--- config.mk ---
export PLATFORM = sky130hd
export DESIGN_NAME = wr_ptr_full
export DESIGN_NICKNAME = d
export VERILOG_FILES = /design/src/rtl/wr_ptr_full.sv
export SDC_FILE = /design/constraint.sdc
export NUM_CORES = 1
export LEC_CHECK = 0
export BUFFER_PORTS_ARGS = -buffer_cell sky130_fd_sc_hd__buf_2
export CAP_MARGIN = 0
export CORE_ASPECT_RATIO = 1.2
export CORE_MARGIN = 1.5
export CORE_UTILIZATION = 25
export DETAILED_ROUTE_END_ITERATION = 16
export PLACE_DENSITY = 0.49
export SYNTH_ARGS = -nofsm -noshare
export SYNTH_HDL_FRONTEND = slang
export SYNTH_SLANG_ARGS = --single-unit
--- constraint.sdc ---
create_clock -name WR_CLK -period 3.95 [get_ports WR_CLK]
set_clock_uncertainty 0.05 [all_clocks]
set_input_delay 0.395 -clock WR_CLK [delete_from_list [all_inputs] [get_ports WR_CLK]]
set_output_delay 0.395 -clock WR_CLK [all_outputs]
set_load 0.01 [all_outputs]
--- src/rtl/wr_ptr_full.sv ---
`default_nettype none
// ============================================================================
// Module   : wr_ptr_full
// Brief    : Async-FIFO write side: binary/Gray write pointers, filtered full
//            flag, occupancy estimate, almost-full and overflow pulse.
// Revision : 1.0
// ============================================================================
module wr_ptr_full #(
  parameter int unsigned C_DEPTH_BITS   = 10,
  parameter int unsigned C_AFULL_THRESH = 1020
) (
  input  logic                    WR_CLK,
  input  logic                    WR_RST,
  input  logic                    WR_EN,
  input  logic                    CMP_FULL,
  input  logic [C_DEPTH_BITS-1:0] RD_PTR_SYNC,
  output logic                    WR_FULL,
  output logic [C_DEPTH_BITS-1:0] WR_PTR,
  output logic [C_DEPTH_BITS-1:0] WR_PTR_P1,
  output logic [C_DEPTH_BITS-1:0] WR_ADDR,
  output logic [C_DEPTH_BITS:0]   WR_COUNT,
  output logic                    WR_ALMOST_FULL,
  output logic                    WR_OVERFLOW
);

  localparam logic [C_DEPTH_BITS:0]   C_AFULL_LVL = C_AFULL_THRESH[C_DEPTH_BITS:0];
  localparam logic [C_DEPTH_BITS:0]   C_FULL_CNT  = {1'b1, {C_DEPTH_BITS{1'b0}}};
  localparam logic [C_DEPTH_BITS-1:0] C_ONE       = {{(C_DEPTH_BITS-1){1'b0}}, 1'b1};

  logic [C_DEPTH_BITS-1:0] r_bin;
  logic [C_DEPTH_BITS-1:0] r_bin_p1;
  logic [C_DEPTH_BITS-1:0] r_ptr;
  logic [C_DEPTH_BITS-1:0] r_ptr_p1;
  logic                    r_full;
  logic                    r_full2;
  logic [C_DEPTH_BITS:0]   r_count;
  logic                    r_afull;
  logic                    r_overflow;

  logic                    w_accept;
  logic [C_DEPTH_BITS-1:0] w_inc;
  logic [C_DEPTH_BITS-1:0] w_bin_next;
  logic [C_DEPTH_BITS-1:0] w_bin_p1_next;
  logic                    w_full_next;
  logic [C_DEPTH_BITS-1:0] w_rd_bin;
  logic [C_DEPTH_BITS-1:0] w_diff;
  logic [C_DEPTH_BITS:0]   w_count_next;

  // CMP_FULL blocks the write in the same cycle, before WR_FULL can react
  assign w_accept      = WR_EN & ~r_full & ~CMP_FULL;
  assign w_inc         = w_accept ? C_ONE : '0;
  assign w_bin_next    = r_bin + w_inc;
  assign w_bin_p1_next = r_bin_p1 + w_inc;
  assign w_full_next   = CMP_FULL | r_full2;

  // Each binary bit is the XOR of all Gray bits at or above it
  for (genvar i = 0; i < int'(C_DEPTH_BITS); i++) begin : g_g2b
    assign w_rd_bin[i] = ^(RD_PTR_SYNC >> i);
  end

  assign w_diff       = w_bin_next - w_rd_bin;
  assign w_count_next = w_full_next ? C_FULL_CNT : {1'b0, w_diff};

  always_ff @(posedge WR_CLK) begin
    if (WR_RST) begin
      r_bin      <= '0;
      r_bin_p1   <= C_ONE;
      r_ptr      <= '0;
      r_ptr_p1   <= C_ONE;
      r_full     <= 1'b0;
      r_full2    <= 1'b0;
      r_count    <= '0;
      r_afull    <= 1'b0;
      r_overflow <= 1'b0;
    end else begin
      r_bin      <= w_bin_next;
      r_bin_p1   <= w_bin_p1_next;
      r_ptr      <= w_bin_next ^ (w_bin_next >> 1);
      r_ptr_p1   <= w_bin_p1_next ^ (w_bin_p1_next >> 1);
      // Fast set, two-cycle filtered release
      r_full     <= w_full_next;
      r_full2    <= CMP_FULL;
      r_count    <= w_count_next;
      r_afull    <= (w_count_next >= C_AFULL_LVL);
      r_overflow <= WR_EN & (r_full | CMP_FULL);
    end
  end

  assign WR_FULL        = r_full;
  assign WR_PTR         = r_ptr;
  assign WR_PTR_P1      = r_ptr_p1;
  assign WR_ADDR        = r_bin;
  assign WR_COUNT       = r_count;
  assign WR_ALMOST_FULL = r_afull;
  assign WR_OVERFLOW    = r_overflow;

endmodule
`default_nettype wire

==> results of run 1 <==
==> synth_stat cells, drive strengths merged <==
cell type	number	area, um2
a2111o	1	11.26
a2111oi	2	37.54
a21o	1	7.510
a21oi	9	48.80
a22oi	1	7.510
and2	3	18.77
and3	2	12.51
and4	2	17.52
buf	3	22.52
clkbuf	10	38.78
dfxtp	52	1041
fa	1	20.02
ha	11	137.6
inv	11	41.29
maj3	2	20.02
mux2	1	11.26
nand2	12	45.04
nand2b	5	31.28
nand3	6	30.03
nand4	4	25.02
nand4b	1	15.01
nand4bb	1	11.26
nor2	53	198.9
nor2b	6	37.54
nor3b	1	7.510
o211ai	1	12.51
o21a	1	7.510
o21ai	7	35.03
o311ai	1	8.760
o31ai	1	7.510
o32ai	1	16.27
or2	2	12.51
or3	3	18.77
or4	2	15.01
xnor2	28	264.0
xnor3	3	70.07
xor2	25	219.0
==> per-stage QoR <==
step,TNS [ns],hold slack (ns)
floorplan,0,0.4170
global placement,0,0.4981
detailed placement,-0.04746,0.4832
CTS,0,0.3137
global route,0,0.3166
finish,0,0.3169
==> sequential cells by signal, indices dropped and copies added (netlist names) <==
name / count
WR_ADDR: 10
WR_ALMOST_FULL: 1
WR_COUNT: 11
WR_OVERFLOW: 1
WR_PTR: 9
WR_PTR_P1: 9
r_bin_p1: 10
r_full2: 1
==> how the worst max path moves through the flow <==
stage                           endpoint  slack (ns)  cells past startpoint
final                     WR_ALMOST_FULL        0.31                     14
after global routing      WR_ALMOST_FULL        0.03                     15
after CTS                 WR_ALMOST_FULL        0.26                     14
after detailed placement  WR_ALMOST_FULL       -0.05                     14
after global placement    WR_ALMOST_FULL        0.03                     15
after floorplan           WR_ALMOST_FULL        0.04                     14
==> final cells by class <==
| type | count | area (um2) | share of cell area |
|---|---|---|---|
| Multi-Input combinational cell | 200 | 1439 | 0.4473 |
| Sequential cell | 52 | 1041 | 0.3236 |
| Timing Repair Buffer | 67 | 360.3 | 0.1120 |
| Tap cell | 126 | 157.7 | 0.04901 |
| Clock buffer | 6 | 138.9 | 0.04317 |
| Inverter | 11 | 41.29 | 0.01284 |
| Clock inverter | 2 | 38.79 | 0.01206 |
==> worst max-delay path: stages <==
cell      delay (ns)
buf_2           0.09
xnor3_2         0.43
xnor3_2         0.41
xnor2_1         0.23
xor2_1          0.28
xor2_1          0.11
ha_1            0.22
fa_1            0.40
nand2b_1        0.18
o211ai_2        0.20
a21oi_1         0.10
o311ai_1        0.33
xnor2_1         0.16
o32ai_2         0.24
==> cell usage in the layout, fill, tap and decap left out, drive strengths merged, types with 2 or more instances in the layout <==
| cell | netlist | final |
|---|---|---|
| inv | 11 | 11 |
| and4 | 2 | 2 |
| nor2 | 53 | 53 |
| xnor3 | 3 | 3 |
| dfxtp | 52 | 52 |
| nand4 | 4 | 4 |
| or2 | 2 | 2 |
| nand2b | 5 | 5 |
| or3 | 3 | 3 |
| a2111oi | 2 | 2 |
| nand3 | 6 | 6 |
| xnor2 | 28 | 28 |
| nand2 | 12 | 12 |
| or4 | 2 | 2 |
| and3 | 2 | 2 |
| xor2 | 25 | 25 |
| and2 | 3 | 3 |
| o21ai | 7 | 7 |
| ha | 11 | 11 |
| clkbuf | 10 | 6 |
| buf | 3 | 67 |
| a21oi | 9 | 9 |
| maj3 | 2 | 2 |
| nor2b | 6 | 6 |
==> routing by layer <==
layer  up-vias  share of wire  global-route usage
li1       1021              -                   -
met4         0          0.012             0.04118
met5         -              0                   0
met1       874           0.44              0.1245
met3         5          0.047             0.02523
met2        37           0.51              0.1901
==> power by group through the flow <==
stage / logic, mW / registers [mW] / clock network [mW]
after floorplan: 0.218 / 0.575 / 0
after global placement: 0.313 / 0.566 / 0
after detailed placement: 0.314 / 0.566 / 0
after CTS: 0.316 / 0.554 / 0.533
after global routing: 0.345 / 0.555 / 0.554
final: 0.309 / 0.553 / 0.518
==> logic make-up (layout without fill, tap and decap cells) <==
family | Yosys count | count (layout)
AO/OA/AOI/OAI | 26 | 26
multiplexers | 1 | 1
adder cells (fa/ha/maj) | 14 | 14
AND/OR/NAND/NOR | 103 | 103
flip-flops | 52 | 52
buffers and inverters | 24 | 86
XOR/XNOR | 56 | 56
==> metrics.md, run 1 <==
| Metric | Value |
|---|---|
| Sw Ratio | 0.2697 |
| Final hold violation count | 0 |
| Drt pass-1 iters | 4 |
| Max cap viols | 0 |
| DR WL/cell | between 10 and 15 um |
| Vias in the first global route | just under 2000 |
| Worst endpoint required time | 4.11 ns |
| Via density | between 4 and 5 |
| YS warnings | 0 |
| Crit path launch type | input pin |
| # DRC | 0 |
| Routed wire length | 5492 um |
| Register bit total from synthesis | between 50 and 60 |
| CP endpoint kind | register |
| CP Data Arrival Time | around 3.8 ns |
| Post-synth cell types | 43 |
| Clock share of power | 0.375 |
| Mux share of post-synthesis cell area | 0.004360 |
| Final non-filler cell total | 464 |
| Reg-to-reg startpoint | WR_COUNT[10] |
| Global-route wire length before repair | between 9000 and 10000 um |
| GRT Total Usage | 0.1081 |
| Inserted Diodes | 0 |
| Worst rel slew slack | 0.4872 |
| RSZ-0062 raised after global routing | false |
| Worst skew pair latency | around 0.29 ns |
| Layout cells sized above 1 | 0.2544 |
| Core ar. | 10010 um2 |
| Final instance area | 3217 um2 |
| CTS H-Tree Depth | 2 |
| Status | finished clean |
| Final core occ | 0.3214 |
| Area grow syn2layout | 24.56% |
| Initial DRC Count | 49 |
| Die Height | 114.3 um |
| Die W | 95.78 um |
| Post-route setup slack | 0.3134 ns |
| Synth Area in Compound Gates | 0.07752 |
| Combinational power share | 0.224 |
| Maximum vdd drop | between 0.15 and 0.2 mV |
| Final nets | between 300 and 400 |
| Ports | 58 |
| Final worst path period share | 0.9207 |
| XOR/XNOR Fraction of Synth Area | 0.2141 |
| Fmax | about 0.27 GHz |
| Initial Util | 0.2580 |
| Post-Synthesis Cells | about 280 |
| RD Place Congestion | 0.8268 |
| Pleak | 1.499 nW |
| Internal | 1.008 mW |
| CTS tree | built |
| Hold endpoint | WR_OVERFLOW |
| Final setup fails | 0 |
| CP max FO | 3 |
| Placed cell count | between 400 and 500 |
| Worst slew pin tran | 0.7692 ns |
| Placed Area | 3039 um2 |
| Main combinational cell family by area after synthesis | XOR/XNOR gates |
| # fillers | 1082 |
| Design Power | 1.380 mW |
| Post-synthesis adder-cell area fraction | 0.06880 |
| Kind of critical path | input pin to register |
| Clock sink total | 52 |
| Sequential power share | 0.401 |
| Min Tclk post-route | 3.637 ns |
| Worst R2R End | WR_ALMOST_FULL |
| Sequential share of the synthesized area | 0.4031 |
| Clock buffer depth | 2 |
| CTS clk-pin slew, worst paths | 0.07 ns |
| Clk root buf | clkbuf_16 |
| Hold buffers post-CTS | 0 |
| Hold Crit Depth | 2 |
| Hold Crit Class | input pin to register |
| Mapped cell area | about 2600 um2 |
| # Post-CTS Setup Buffers | 0 |
| Full die area | 10950 um2 |
| Hpwl dp | around 4300 um |
| Final ANT Viol Nets | 0 |
| Count of pins over their slew limit | 0 |
| Crit path launch | RD_PTR_SYNC[9] |
| Total CTS buffers | 5 |
| Initial antenna violation count | 0 |
| DR vias | 1937 |
| GRT overflow | 0 |
| Mean Syn Cell Area | 9.357 um2 |
| Post-Synth Simple-Gate Area | 0.1923 |
| HP Start | WR_EN |
| Row count | 40 |
| Pin count of the biggest net entering global routing | 44 |
| Reg2Reg Setup Slack | 0.47 ns |
| Post-cts sizing count | 0 |
| Psw | 372.3 uW |
| Syn nets | 302 |
| Port Buffers | 57 |
| Worst Reg-to-Reg Cells | 15 |
| PwrDens | 429.1 nW/um2 |
| Pre-CTS setup slack | -0.04746 ns |
Power figures use the tool's default switching activity.
==> inputs of run 2 (changes only) <==
--- a/config.mk
+++ b/config.mk
@@ -9,9 +9,10 @@
 export CAP_MARGIN = 0
 export CORE_ASPECT_RATIO = 1.2
 export CORE_MARGIN = 1.5
-export CORE_UTILIZATION = 25
+export CORE_UTILIZATION = 40
 export DETAILED_ROUTE_END_ITERATION = 16
-export PLACE_DENSITY = 0.49
+export PLACE_DENSITY = 0.68
 export SYNTH_ARGS = -nofsm -noshare
 export SYNTH_HDL_FRONTEND = slang
 export SYNTH_SLANG_ARGS = --single-unit
+export TNS_END_PERCENT = 10
==> run 2 against run 1 <==
Net effect:
- non-clock buffer count shrank 2
- utilization up 18 points
- first-iteration DRC count up 33%
- sequential share of layout area is 1.8 points higher
- maximum frequency up 0.62%
- clock-buffer cell count did not move
- power shrank 17%
- hold slack improved by 0.0092 ns
- via count grew 0.72%
- sequential power about the same
- design area decreased by 5.3%
- die area fell by 37%
- largest cell class unchanged
- highest routed layer unchanged
==> metrics.md, run 2 (same netlist as run 1, synthesis figures left out) <==
| Metric | Value |
|---|---|
| Post-cts sizing count | 0 (unchanged) |
| Core ar. | 6128 um2 (was 10010 um2) |
| Hold buffers post-CTS | 0 (unchanged) |
| Final core occ | 0.4971 (was 0.3214) |
| PwrDens | 376.2 nW/um2 (was 429.1 nW/um2) |
| CP max FO | 6 (was 3) |
| Hold Crit Class | input pin to register (unchanged) |
| Initial Util | 0.4214 (was 0.2580) |
| Layout cells sized above 1 | 0.2448 (was 0.2544) |
| Pre-CTS setup slack | -0.01279 ns (was -0.04746 ns) |
| Hpwl dp | 3890 um (was 4309 um) |
| Pin count of the biggest net entering global routing | 44 (unchanged) |
| Final hold violation count | 0 (unchanged) |
| RSZ-0062 raised after global routing | false (unchanged) |
| Via density | 4.679 (was 4.175) |
| Area grow syn2layout | 17.97% (was 24.56%) |
| Area occupied by multi-input gates | 1439 um2 (unchanged) |
| CTS H-Tree Depth | 2 (unchanged) |
| Drt pass-1 iters | 4 (unchanged) |
| Ports | 58 (unchanged) |
| Register area | 1041 um2 (unchanged) |
| Post-route setup slack | 0.3359 ns (was 0.3134 ns) |
| Fmax | 0.2767 GHz (was 0.2750 GHz) |
| Final nets | 361 (was 363) |
| GRT overflow | 0 (unchanged) |
| # fillers | 629 (was 1082) |
| Row count | 31 (was 40) |
| Internal | 810.9 uW (was 1.008 mW) |
| Final ANT Viol Nets | 0 (unchanged) |
| Crit path launch | RD_PTR_SYNC[8] (was RD_PTR_SYNC[9]) |
| Placed Area | 2969 um2 (was 3039 um2) |
| Global-route wire length before repair | 7983 um (was 9087 um) |
| Port Buffers | 57 (unchanged) |
| CTS tree | built (unchanged) |
| Hold Crit Depth | 2 (unchanged) |
| Routed wire length | 4946 um (was 5492 um) |
| DR WL/cell | 11.86 um (was 11.84 um) |
| Sequential power share | 0.482 (was 0.401) |
| Final TNS setup | 0 ns (unchanged) |
| RD Place Congestion | 0.8686 (was 0.8268) |
| Initial antenna violation count | 0 (unchanged) |
| Worst slew pin tran | 0.7559 ns (was 0.7692 ns) |
| Clock sink total | 52 (unchanged) |
| # DRC | 0 (unchanged) |
| # Post-CTS Setup Buffers | 0 (unchanged) |
| HP Start | WR_EN (unchanged) |
| Clock buffer depth | 2 (unchanged) |
| Worst R2R End | WR_ALMOST_FULL (unchanged) |
| CTS clk-pin slew, worst paths | 0.09 ns (was 0.07 ns) |
| Count of pins over their slew limit | 0 (unchanged) |
| Maximum vdd drop | 0.1984 mV (was 0.1543 mV) |
| Clk root buf | clkbuf_8 (was clkbuf_16) |
| Vias in the first global route | 1788 (was 1925) |
| Die W | 76.35 um (was 95.78 um) |
| Hold endpoint | WR_OVERFLOW (unchanged) |
| Worst endpoint required time | 4.12 ns (was 4.11 ns) |
| Min Tclk post-route | 3.614 ns (was 3.637 ns) |
| Total CTS buffers | 5 (unchanged) |
| Most frequent cells in the layout | buf_2, nor2_1, dfxtp_1 (unchanged) |
| Pleak | 1.443 nW (was 1.499 nW) |
| Inserted Diodes | 0 (unchanged) |
| Final setup fails | 0 (unchanged) |
| Initial DRC Count | 65 (was 49) |
| Final worst path period share | 0.9150 (was 0.9207) |
| Reg2Reg Setup Slack | 0.60 ns (was 0.47 ns) |
| DR vias | 1951 (was 1937) |
| Clock share of power | 0.246 (was 0.375) |
| GRT Total Usage | 0.1435 (was 0.1081) |
| Crit path launch type | input pin (unchanged) |
| Reg-to-reg startpoint | WR_COUNT[10] (unchanged) |
| Psw | 335.2 uW (was 372.3 uW) |
| Number of flip-flops in the largest register | 11 (unchanged) |
| Max cap viols | 0 (unchanged) |
| Design Power | 1.146 mW (was 1.380 mW) |
| Final instance area | 3047 um2 (was 3217 um2) |
| CP Data Arrival Time | 3.78 ns (was 3.79 ns) |
| Die Height | 91.02 um (was 114.3 um) |
| Worst skew pair latency | 0.30 ns (was 0.29 ns) |
| Worst Reg-to-Reg Cells | 15 (unchanged) |
| Kind of critical path | input pin to register (unchanged) |
| CP endpoint kind | register (unchanged) |
| Status | finished clean (unchanged) |
| Full die area | 6949 um2 (was 10950 um2) |
| Most common cell after layout, fill and taps aside | buf_2 (unchanged) |
| Combinational power share | 0.272 (was 0.224) |
| Worst rel slew slack | 0.4960 (was 0.4872) |
| Sw Ratio | 0.2924 (was 0.2697) |
## run 2: cell types whose count changed in the layout (fill, tap and decap cells not counted)
cell,change
clkbuf_1,+1
clkbuf_16,-5
clkinv_4,-1
clkbuf_8,+4
bufinv_16,-1
buf_4,-2
clkinv_2,+1
## run 2: cell type report
class                   count  share of cell area
clock inverters             1            0.001643
flip-flops and latches     52              0.3417
repair buffers             65              0.1133
clock buffers               6             0.02382
well taps                  82             0.03368
multi-input cells         200              0.4723
inverters                  11             0.01355
## run 2: worst max path at each step
stage | endpoint | slack, ns | depth (start not counted)
after floorplan | WR_ALMOST_FULL | 0.04 | 14
after CTS | WR_ALMOST_FULL | 0.30 | 14
after global routing | WR_ALMOST_FULL | 0.11 | 14
after detailed placement | WR_ALMOST_FULL | -0.01 | 15
final | WR_ALMOST_FULL | 0.34 | 14
after global placement | WR_ALMOST_FULL | 0.08 | 15
## run 2: worst max-delay path, cell delays in order
cell      delay [ns]
buf_2           0.14
xnor3_2         0.38
xnor3_2         0.42
xnor2_1         0.23
xor2_1          0.29
xor2_1          0.11
ha_1            0.22
fa_1            0.40
nand2b_1        0.18
o211ai_2        0.20
a21oi_1         0.09
o311ai_1        0.32
xnor2_1         0.15
o32ai_2         0.26
## run 2: power groups by stage
stage | combinational [mW] | clock [mW] | sequential (mW)
finish | 0.312 | 0.282 | 0.552
global route | 0.343 | 0.310 | 0.555
CTS | 0.316 | 0.291 | 0.552
detailed placement | 0.314 | 0 | 0.564
global placement | 0.308 | 0 | 0.564
floorplan | 0.218 | 0 | 0.575
## run 2: routing by layer
| layer | vias up | wire length [um] | GRT usage |
|---|---|---|---|
| met3 | 6 | 190 | 0.03317 |
| met1 | 888 | 2095 | 0.1623 |
| met2 | 39 | 2598 | 0.2649 |
| met5 | - | 0 | 0 |
| met4 | 0 | 61 | 0.04321 |
| li1 | 1018 | - | - |
## run 2: stage by stage
step / cells / hold WS (ns)
finish: 417 / 0.3261
global route: 417 / 0.3260
CTS: 417 / 0.3217
detailed placement: 410 / 0.4908
global placement: 410 / 0.4672
floorplan: 276 / 0.4170
==> inputs of run 3 (changes only) <==
--- a/config.mk
+++ b/config.mk
@@ -7,11 +7,13 @@
 export LEC_CHECK = 0
 export BUFFER_PORTS_ARGS = -buffer_cell sky130_fd_sc_hd__buf_2
 export CAP_MARGIN = 0
+export CELL_PAD_IN_SITES_DETAIL_PLACEMENT = 0
+export CELL_PAD_IN_SITES_GLOBAL_PLACEMENT = 1
 export CORE_ASPECT_RATIO = 1.2
 export CORE_MARGIN = 1.5
-export CORE_UTILIZATION = 40
+export CORE_UTILIZATION = 36
 export DETAILED_ROUTE_END_ITERATION = 16
-export PLACE_DENSITY = 0.68
+export PLACE_DENSITY = 0.78
 export SYNTH_ARGS = -nofsm -noshare
 export SYNTH_HDL_FRONTEND = slang
 export SYNTH_SLANG_ARGS = --single-unit
==> constraint.sdc (replaced) <==
create_clock -name WR_CLK -period 3.95 [get_ports WR_CLK]
set_clock_uncertainty 0.05 [all_clocks]
set_input_delay 0.1975 -clock WR_CLK [delete_from_list [all_inputs] [get_ports WR_CLK]]
set_output_delay 0.1975 -clock WR_CLK [all_outputs]
set_load 0.01 [all_outputs]
==> run 3 against run 2 <==
Net effect:
- wire length grew 0.99%
- non-clock buffer count shrank 1
- cell count grew 1.2%
- first-iteration DRC count grew 22%
- die area grew 11%
- register-to-register slack lost 0.15 ns
- sequential cell count is the same
- sequential share of layout area shrank 0.18 points
- clock-buffer cell count shrank 1
- combinational power is essentially flat
- maximum frequency grew 3.2%
- global-route usage shrank 0.83 points
- critical path type is now register to register
==> metrics.md, run 3 (same netlist as run 1, synthesis figures left out) <==
| Metric | Value |
|---|---|
| CTS H-Tree Depth | 2 (unchanged) |
| # DRC | 0 (unchanged) |
| Worst skew pair latency | 0.31 ns (was 0.30 ns) |
| Drt pass-1 iters | 4 (unchanged) |
| Final hold violation count | 0 (unchanged) |
| Worst slew pin tran | 0.7490 ns (was 0.7559 ns) |
| Port Buffers | 57 (unchanged) |
| DR vias | 1934 (was 1951) |
| CTS tree | built (unchanged) |
| Hold Crit Class | input pin to register (unchanged) |
| CP cell instances | nor2_1 -> and2_1 -> ha_1 -> ha_1 -> nand3_1 -> xor2_1 -> inv_1 -> ha_1 -> o21ai_0 -> nand2b_1 -> nor2_1 -> or4_1 -> a21oi_2 -> nand4bb_1 -> o32ai_2 (was buf_2 -> xnor3_2 -> xnor3_2 -> xnor2_1 -> xor2_1 -> xor2_1 -> ha_1 -> fa_1 -> nand2b_1 -> o211ai_2 -> a21oi_1 -> o311ai_1 -> xnor2_1 -> o32ai_2) |
| Count of pins over their slew limit | 0 (unchanged) |
| Fmax | 0.2857 GHz (was 0.2767 GHz) |
| Crit path launch type | register (was input pin) |
| Placed Area | 2968 um2 (was 2969 um2) |
| Via density | 4.583 (was 4.679) |
| Min Tclk post-route | 3.500 ns (was 3.614 ns) |
| Final worst path period share | 0.8862 (was 0.9150) |
| Final core occ | 0.4442 (was 0.4971) |
| Post-cts sizing count | 0 (unchanged) |
| Clock buffer depth | 2 (unchanged) |
| Ports | 58 (unchanged) |
| Pleak | 1.446 nW (was 1.443 nW) |
| Total CTS buffers | 5 (unchanged) |
| Die W | 80.32 um (was 76.35 um) |
| Slowest CP cell | or4_1 (was xnor3_2) |
| Initial antenna violation count | 0 (unchanged) |
| CP Data Arrival Time | 3.67 ns (was 3.78 ns) |
| Row count | 33 (was 31) |
| Core ar. | 6895 um2 (was 6128 um2) |
| Inserted Diodes | 0 (unchanged) |
| Maximum vdd drop | 0.1845 mV (was 0.1984 mV) |
| Full die area | 7693 um2 (was 6949 um2) |
| Initial DRC Count | 79 (was 65) |
| Routed wire length | 4995 um (was 4946 um) |
| Initial Util | 0.3745 (was 0.4214) |
| CTS clk-pin slew, worst paths | 0.10 ns (was 0.09 ns) |
| PwrDens | 384.0 nW/um2 (was 376.2 nW/um2) |
| DR WL/cell | 11.84 um (was 11.86 um) |
| GRT overflow | 0 (unchanged) |
| CP endpoint kind | register (unchanged) |
| Reg2Reg Setup Slack | 0.45 ns (was 0.60 ns) |
| Final instance area | 3063 um2 (was 3047 um2) |
| Final ANT Viol Nets | 0 (unchanged) |
| Worst rel slew slack | 0.5007 (was 0.4960) |
| Vias in the first global route | 1803 (was 1788) |
| Final TNS setup | 0 ns (unchanged) |
| RSZ-0062 raised after global routing | false (unchanged) |
| Pin count of the biggest net entering global routing | 44 (unchanged) |
| Most frequent cells in the layout | buf_2, nor2_1, dfxtp_1 (unchanged) |
| Clk root buf | clkbuf_8 (unchanged) |
| Most common cell after layout, fill and taps aside | buf_2 (unchanged) |
| Final setup fails | 0 (unchanged) |
| RD Place Congestion | 0.8230 (was 0.8686) |
| Clock sink total | 52 (unchanged) |
| Max incr delay on CP | 0.54 ns (was 0.42 ns) |
| Number of flip-flops in the largest register | 11 (unchanged) |
| Critical Path Most Common Cell | ha_1 |
| Hpwl dp | 3899 um (was 3890 um) |
| Area grow syn2layout | 18.60% (was 17.97%) |
| Status | finished clean (unchanged) |
| Worst endpoint required time | 4.12 ns (about the same) |
| Die Height | 95.78 um (was 91.02 um) |
| Hold buffers post-CTS | 0 (unchanged) |
| Max cap viols | 0 (unchanged) |
| Final nets | 360 (was 361) |
| CP max FO | 4 (was 6) |
| GRT Total Usage | 0.1352 (was 0.1435) |
| # Post-CTS Setup Buffers | 0 (unchanged) |
| Layout cells sized above 1 | 0.2478 (was 0.2448) |
| Kind of critical path | register to register (was input pin to register) |
| Global-route wire length before repair | 8038 um (was 7983 um) |
run 3: final timing paths:
check	from	to	cells after the start
max reg2reg	WR_COUNT[10]	WR_ALMOST_FULL	15
min	WR_EN	WR_OVERFLOW	2
min reg2reg	r_full2	WR_COUNT[10]	2
max	WR_COUNT[10]	WR_ALMOST_FULL	15
run 3: layout make-up:
cell class / instances / area, um2
Tap cell: 87 / 108.9
Multi-Input combinational cell: 200 / 1439
Inverter: 11 / 41.29
Clock buffer: 5 / 68.82
Sequential cell: 52 / 1041
Timing Repair Buffer: 64 / 337.8
Clock inverter: 3 / 26.28
Fill cell: 686 / 3832
run 3: per-layer routing:
metal / up-vias / part of all wire / track usage
met4: 0 / 0.011 / 0.03879
met2: 34 / 0.51 / 0.2500
met3: 6 / 0.033 / 0.02464
met5: - / 0 / 0
li1: 1019 / - / -
met1: 875 / 0.44 / 0.1578
run 3: power breakdown:
| group | leakage (nW) | internal, mW | switching (mW) |
|---|---|---|---|
| Combinational | 0.975 | 0.144 | 0.165 |
| Clock | 0.0487 | 0.129 | 0.185 |
| Sequential | 0.422 | 0.546 | 0.00659 |
| Total | 1.45 | 0.819 | 0.357 |
run 3: through the flow:
stage	instances	total power, mW	setup WS, ns	hold WS (ns)
2_1_floorplan	276	0.7936	0.2413	0.2757
3_3_place_gp	414	0.8702	0.2188	0.4302
3_5_place_dp	414	0.8768	0.1339	0.4401
4_1_cts	422	1.196	0.4215	0.1017
5_1_grt	422	1.254	0.1136	0.09306
6_report	422	1.176	0.4495	0.1110
run 3: critical path, delay by kind of cell, from the launching register on:
family	cells	cell delay (ns)
buf+inv	1	0.09
compound gates	3	0.48
xor+xnor	1	0.25
fa+ha+maj	3	0.73
simple gates	7	1.47
flops	1	0.34
